File: src/rtl/elastic_context_multiplexer.sv
// Elastic N:1 multiplexer steered by a round-robin context table, with a 2-entry output buffer.
// Optional feature: define ELASTIC_MUX_STALL_COUNTER_EN to add the saturating stall_count output.
module elastic_context_multiplexer #(
  parameter  int DATA_WIDTH  = 32,
  parameter  int INPUT_NUM   = 4,
  parameter  int CONTEXT_NUM = 8,
  localparam int CTX_W       = (CONTEXT_NUM > 1) ? $clog2(CONTEXT_NUM) : 1,
  localparam int IDX_W       = $clog2(INPUT_NUM)
) (
  input  logic                                 clk,
  input  logic                                 reset,
  input  logic [INPUT_NUM-1:0][DATA_WIDTH-1:0] data_input,
  input  logic [INPUT_NUM-1:0]                 valid_input,
  output logic [INPUT_NUM-1:0]                 stop_input,
  output logic [DATA_WIDTH-1:0]                data_output,
  output logic                                 valid_output,
  input  logic                                 stop_output,
  input  logic                                 config_we,
  input  logic [CTX_W-1:0]                     config_addr,
  input  logic [IDX_W-1:0]                     config_index,
  output logic [CTX_W-1:0]                     context_id,
  output logic                                 switch_context
`ifdef ELASTIC_MUX_STALL_COUNTER_EN
  ,
  output logic [31:0]                          stall_count
`endif
);

  localparam logic [IDX_W:0]   INPUT_LIMIT = (IDX_W + 1)'(INPUT_NUM);
  localparam logic [CTX_W-1:0] CTX_LAST    = CTX_W'(CONTEXT_NUM - 1);

  logic [IDX_W-1:0]      r_table [CONTEXT_NUM];
  logic [CTX_W-1:0]      r_ctx;
  logic [1:0]            r_count;
  logic [DATA_WIDTH-1:0] r_head;
  logic [DATA_WIDTH-1:0] r_tail;

  logic [IDX_W-1:0]      w_sel;
  logic [INPUT_NUM-1:0]  w_stop;
  logic                  w_full;
  logic                  w_accept;
  logic                  w_pop;
  logic                  w_cfg_ok;
  logic [DATA_WIDTH-1:0] w_din;

  // Backpressure to the selected channel comes only from the registered count,
  // so there is no combinational path from stop_output to stop_input.
  always_comb begin
    w_sel    = r_table[r_ctx];
    w_full   = (r_count == 2'd2);
    w_stop   = '1;
    if (!reset) begin
      w_stop[w_sel] = w_full;
    end
    w_accept = valid_input[w_sel] & ~w_stop[w_sel];
    w_pop    = (r_count != 2'd0) & ~stop_output;
    w_din    = data_input[w_sel];
    w_cfg_ok = config_we && ({1'b0, config_index} < INPUT_LIMIT) && (config_addr <= CTX_LAST);
  end

  always_ff @(posedge clk or posedge reset) begin
    if (reset) begin
      for (int i = 0; i < CONTEXT_NUM; i++) begin
        r_table[i] <= '0;
      end
    end else if (w_cfg_ok) begin
      r_table[config_addr] <= config_index;
    end
  end

  always_ff @(posedge clk or posedge reset) begin
    if (reset) begin
      r_ctx <= '0;
    end else if (w_accept) begin
      r_ctx <= (r_ctx == CTX_LAST) ? '0 : r_ctx + CTX_W'(1);
    end
  end

  // r_head is always the oldest token; r_tail only matters when two are held.
  always_ff @(posedge clk or posedge reset) begin
    if (reset) begin
      r_count <= 2'd0;
      r_head  <= '0;
      r_tail  <= '0;
    end else begin
      case ({w_accept, w_pop})
        2'b10: begin
          if (r_count == 2'd0) begin
            r_head <= w_din;
          end else begin
            r_tail <= w_din;
          end
          r_count <= r_count + 2'd1;
        end
        2'b01: begin
          r_head  <= r_tail;
          r_count <= r_count - 2'd1;
        end
        2'b11: begin
          r_head <= w_din;
        end
        default: begin
        end
      endcase
    end
  end

  assign stop_input     = w_stop;
  assign data_output    = r_head;
  assign valid_output   = (r_count != 2'd0);
  assign context_id     = r_ctx;
  assign switch_context = w_accept;

`ifdef ELASTIC_MUX_STALL_COUNTER_EN
  logic [31:0] r_stall_count;

  always_ff @(posedge clk or posedge reset) begin
    if (reset) begin
      r_stall_count <= '0;
    end else if (valid_output && stop_output && (r_stall_count != 32'hFFFF_FFFF)) begin
      r_stall_count <= r_stall_count + 32'd1;
    end
  end

  assign stall_count = r_stall_count;
`endif

endmodule

File: config.mk
export PLATFORM = sky130hd
export DESIGN_NAME = elastic_context_multiplexer
export DESIGN_NICKNAME = d
export VERILOG_FILES = /design/src/rtl/elastic_context_multiplexer.sv
export SDC_FILE = /design/constraint.sdc
export NUM_CORES = 1
export LEC_CHECK = 0
export CORE_ASPECT_RATIO = 1.1
export CORE_MARGIN = 5
export CORE_UTILIZATION = 45
export DETAILED_ROUTE_END_ITERATION = 16
export PLACE_DENSITY = 0.78
export SLEW_MARGIN = 20
export SYNTH_ARGS = -nofsm -noshare
export SYNTH_HDL_FRONTEND = slang
export SYNTH_SLANG_ARGS = --single-unit
File: constraint.sdc
create_clock -name clk -period 3.4 [get_ports clk]
set_input_delay 0.51 -clock clk [delete_from_list [all_inputs] [get_ports clk]]
set_output_delay 0.51 -clock clk [all_outputs]
set_load 0.1 [all_outputs]
==> metrics.cfg, run 1 <==
[yosys]
syn_avg_cell_area_um2 = 9.09
netlist_area_um2 = 5210
yosys_warnings = 0
yosysSeqAreaShare = 0.408
yosys.area_share.simple = 0.178
synthMuxAreaShare = 0.259
syn_inst = 573
ys_async_sr_fraction = 1.00
synth-seq-cells = 85
synth_edf_count = 0
synth_adder_area_share = 0.00961
synth_compound_area_frac = 0.0810
syn_nets = 718
synth_top_family_by_area = multiplexers
synth_xor_area_frac = 0.00505
ys_types = 29
synth_flop_cell = dfrtp_1

[worst_hold_path]
min_to = r_tail[13]
min_path_type = flop to flop
min_path_cells = 2
hp-start = r_tail[13]

[finish]
num-fill-cells = 945
layout.cells.non_filler = 897
drive_gt1_frac = 0.0683
nNetsFinal = 887
synthToLayoutAreaGrowth_pct = 44.8
num_antenna_cells = 0
regArea_um2 = 2130
multi_input_comb_area_um2 = 2790

[timing]
finalMaxSlewViolations = 0
fin_ws_ns = 0.125
clock.fmax_ghz = 0.305
fin_crit_sh = 0.963
finalSetupTns_ns = 0
relSlewSlack = 0.320
finClkSkew_ns = 0.00782
rsz0062_at_grt = no
finalHoldViolations = 0
post-route-min-period_ns = 3.28
holdWs_ns = 0.477
tightest_slew_ns = 1.02
setup_viol = 0

[place]
port_buffers = 181
gp_congestion = 0.844
hpwl_um = 11200
post-place-ws_ns = 0.346
placed_cells = 881

[critical_path]
end_kind = primary output
max_stage_delay_ns = 0.67
slowest_stage = mux4_4
critPathLaunchType = flop
reg2reg_from = context_id[0]
cp_top_family = multiplexers
crit_required_ns = 2.89
crit_buf_inv = 2
timing.rr.end = data_output[31]
cp.arrival_ns = 2.77
path_class = flop to primary output
reg2reg_depth = 11
crit_fanout = 44
crit_chain = mux2i_1 -> mux4_4 -> buf_4 -> a211oi_1 -> nand2_1 -> buf_12
reg2reg_slack_ns = 0.36

[clock_tree]
cts_resized = 0
clk_pin_slew_ns = 0.06
root_buffer = clkbuf_16
hold_buffers = 0
cts_setup_buffers = 0
cts.path.max_buffers = 2
cts_made_buffers = 9
cts_tree = done
clock_sinks = 85
clk_latency_ns = 0.33
ctsHtreeMaxLevel = 3

[floorplan]
initial_core_util = 0.457
num_io_pins = 182
die-area_um2 = 13800
die-width_um = 113
row_count = 41
die_h_um = 123
core-area_um2 = 11400

[global_routing]
grt_max_degree = 49
antenna_found_initial = 0
grt_overflow = 0
grt_pass1_wl_um = 24600
grt.total_usage = 0.217
first_global_vias = 5095

[route]
route.detailed.drc = 0
wl_per_cell_um = 16.7
drt-vias-per-instance = 5.19
drtIter0Drc = 214
vias = 4651
first_pass_iters = 4
totalWireLength_um = 15000
ant_nets = 0

[job]
drv_cap = 0

[outcome]
status = completed

state kept, by name, indices dropped and copies added (netlist names):
register     flops
data_output     32
context_id       3
r_tail          32
r_table         16
r_count          2
routing by layer:
metal	track usage	wire, um
met4	0.0541	174
met1	0.272	6250
met2	0.383	7690
met5	0	0
met3	0.0468	841
through the flow:
step | util | instance area [um^2]
after floorplan | - | 5240
after global placement | 0.635 | 7230
after detailed placement | 0.635 | 7230
after CTS | 0.662 | 7540
after global routing | 0.662 | 7540
final | 0.662 | 7540
synth_stat cells, types with 3 or more instances:
cell type	instances	area [um^2]
nand2_1	167	627
mux2i_1	103	1030
dfrtp_1	85	2130
inv_1	36	135
nand2b_1	34	213
o211ai_1	32	240
o21ai_1	32	160
clkbuf_1	19	71.3
mux2_1	17	191
buf_2	9	45.0
buf_6	4	45.0
ha_1	4	50.1
nor2_1	4	15.0
buf_1	3	11.3
mux2_2	3	33.8
mux4_2	3	67.6
nand4b_1	3	26.3
layout make-up:
class                   count  share of cell area
well taps                 150              0.0249
clock inverters             4             0.00979
multi-input cells         416               0.371
repair buffers            193               0.262
flip-flops and latches     85               0.283
inverters                  37              0.0191
clock buffers              12              0.0314
tightest hold or removal path, stage by stage, from the launching register on:
cell	delay [ns]
dfrtp_1	0.33
nand2_1	0.04
o21ai_1	0.06
placed cells by master, fill, tap and decap left out, drive strengths merged:
cell type      netlist  layout
a211oi               1       1
a21oi                1       1
a31o                 1       1
and2                 1       1
buf                 16      19
bufinv               0       2
clkbuf              19      12
clkdlybuf4s50        0     174
clkinv               0       3
clkinvlp             0       1
dfrtp               85      85
ha                   4       4
inv                 37      35
mux2                20      20
mux2i              104     104
mux4                 3       3
nand2              167     167
nand2b              34      34
nand4                1       1
nand4b               3       3
nor2                 4       4
nor2b                1       1
nor3                 2       2
nor3b                2       2
o211ai              32      32
o21ai               32      32
xnor2                2       2
xor2                 1       1
cell families (layout without fill, tap and decap cells):
| logic type | Yosys count | in the layout |
|---|---|---|
| AOI/OAI and AO/OA | 67 | 67 |
| xor gates and xnor gates | 3 | 3 |
| adders and majority gates | 4 | 4 |
| buffers and inverters | 72 | 246 |
| DFF | 85 | 85 |
| muxes | 127 | 127 |
| and+or+nand+nor | 215 | 215 |
worst max path at each step:
stage / start / to / slack (ns) / cells after the start
after floorplan: context_id[0] / data_output[30] / 0.03 / 12
after detailed placement: context_id[0] / data_output[31] / 0.35 / 11
after global routing: context_id[0] / stop_input[3] / 0.03 / 6
final: context_id[0] / stop_input[3] / 0.12 / 6
after global placement: context_id[0] / stop_input[3] / 0.53 / 6
after CTS: context_id[0] / stop_input[3] / 0.10 / 6
Power of run 1 is not shown: default switching activity piles up to over one toggle a cycle in this logic, so the estimate is an artifact.
==> run 2: changes to the inputs <==
- clock period: 3.4 -> 4.3 ns (I/O delays scaled with it)
==> run 2 against run 1 <==
  * Via count shrank 2.4%
  * Critical path type unchanged
  * Clock-buffer cell count did not move
  * Critical endpoint unchanged
  * Non-clock buffer count fell by 3
  * Largest cell class unchanged
  * Register-to-register slack improved by 0.53 ns
  * First-iteration DRC count shrank 34%
  * Hold slack got worse by 0.0013 ns
  * Utilization down 1.3 points
  * Design area shrank 1.9%
  * Wire length decreased by 6.8%
==> metrics.cfg, run 2 (synthesis results as in run 1) <==
[global_routing]
first_global_vias = 4825
grt.total_usage = 0.204
grt_max_degree = 66
antenna_found_initial = 0
grt_overflow = 0
grt_pass1_wl_um = 23000

[timing]
finClkSkew_ns = 0.00604
tightest_slew_ns = 1.02
post-route-min-period_ns = 3.48
finalMaxSlewViolations = 0
relSlewSlack = 0.316
finalSetupTns_ns = 0
setup_viol = 0
clock.fmax_ghz = 0.287
rsz0062_at_grt = no
fin_crit_sh = 0.810
finalHoldViolations = 0

[finish]
nNetsFinal = 884
num_antenna_cells = 0
multi_input_comb_area_um2 = 2780
layout.cells.non_filler = 892
regArea_um2 = 2130
final_cell_mix = clkdlybuf4s50_1, nand2_1, mux2i_1
num-fill-cells = 946
final_common_cell = clkdlybuf4s50_1
synthToLayoutAreaGrowth_pct = 42.0
drive_gt1_frac = 0.0539

[route]
wl_per_cell_um = 15.6
ant_nets = 0
drtIter0Drc = 141
drt-vias-per-instance = 5.09
vias = 4538
first_pass_iters = 4
totalWireLength_um = 13900
route.detailed.drc = 0

[clock_tree]
cts_made_buffers = 9
cts_setup_buffers = 0
ctsHtreeMaxLevel = 3
cts.path.max_buffers = 2
clock_sinks = 85
cts_tree = done
cts_resized = 0
hold_buffers = 0
clk_pin_slew_ns = 0.06
clk_latency_ns = 0.33
root_buffer = clkbuf_16

[floorplan]
die-area_um2 = 13800
core-area_um2 = 11400
die_h_um = 123
row_count = 41
die-width_um = 113
initial_core_util = 0.457
num_io_pins = 182

[place]
port_buffers = 181
hpwl_um = 10500
placed_cells = 878
gp_congestion = 0.794

[outcome]
status = completed

[job]
drv_cap = 0

[critical_path]
end_kind = primary output
cp.arrival_ns = 2.84
crit_path_end = stop_input[3]
cp-startpoint = context_id[0]
timing.rr.end = r_tail[8]
reg2reg_slack_ns = 0.89
crit_fanout = 37
reg2reg_from = context_id[0]
path_class = flop to primary output
crit_required_ns = 3.65
critPathLaunchType = flop
reg2reg_depth = 11

[worst_hold_path]
min_path_type = flop to flop

==> run 2: changes by cell type in the layout (fill, tap and decap cells not counted), sizes merged <==
| cell | change |
|---|---|
| clkinvlp | -1 |
| bufinv | -2 |
| clkdlybuf4s50 | +2 |
| inv | +1 |
| buf | -5 |
==> run 2: routing by layer <==
| metal | global-route usage | share of wire |
|---|---|---|
| met2 | 0.354 | 0.50 |
| met5 | 0 | 0 |
| met1 | 0.250 | 0.41 |
| met4 | 0.0684 | 0.017 |
| met3 | 0.0483 | 0.074 |
==> run 2: worst min path at each step <==
stage | start | endpoint | depth (start not counted)
final | r_tail[20] | r_tail[20] | 2
after floorplan | r_tail[0] | r_tail[0] | 2
after global placement | r_tail[31] | r_tail[31] | 2
after CTS | r_tail[21] | r_tail[21] | 2
after detailed placement | r_tail[21] | r_tail[21] | 2
after global routing | r_table[5] | r_table[5] | 1
==> run 2: area by class of cell <==
class | instances | area share
clock buffer | 12 | 0.0347
clock inverter | 2 | 0.00135
inverter | 37 | 0.0190
multi-input combinational | 416 | 0.376
sequential | 85 | 0.288
tap | 150 | 0.0254
timing repair buffer | 190 | 0.256
==> run 2: metrics by stage <==
step	hold slack [ns]	setup WS [ns]	area, um^2	utilization
floorplan	0.447	0.410	5210	-
global placement	0.458	1.14	7130	0.626
detailed placement	0.467	0.889	7130	0.626
CTS	0.481	0.792	7390	0.649
global route	0.502	0.587	7390	0.649
finish	0.476	0.817	7390	0.649
==> run 2: critical path, stage by stage, from the launching register on <==
cell	delay, ns
dfrtp_1	0.61
mux2i_1	0.13
mux4_4	0.67
buf_4	0.34
a211oi_1	0.37
nand2_1	0.11
buf_4	0.27
Power of run 2 is left out for the same reason.
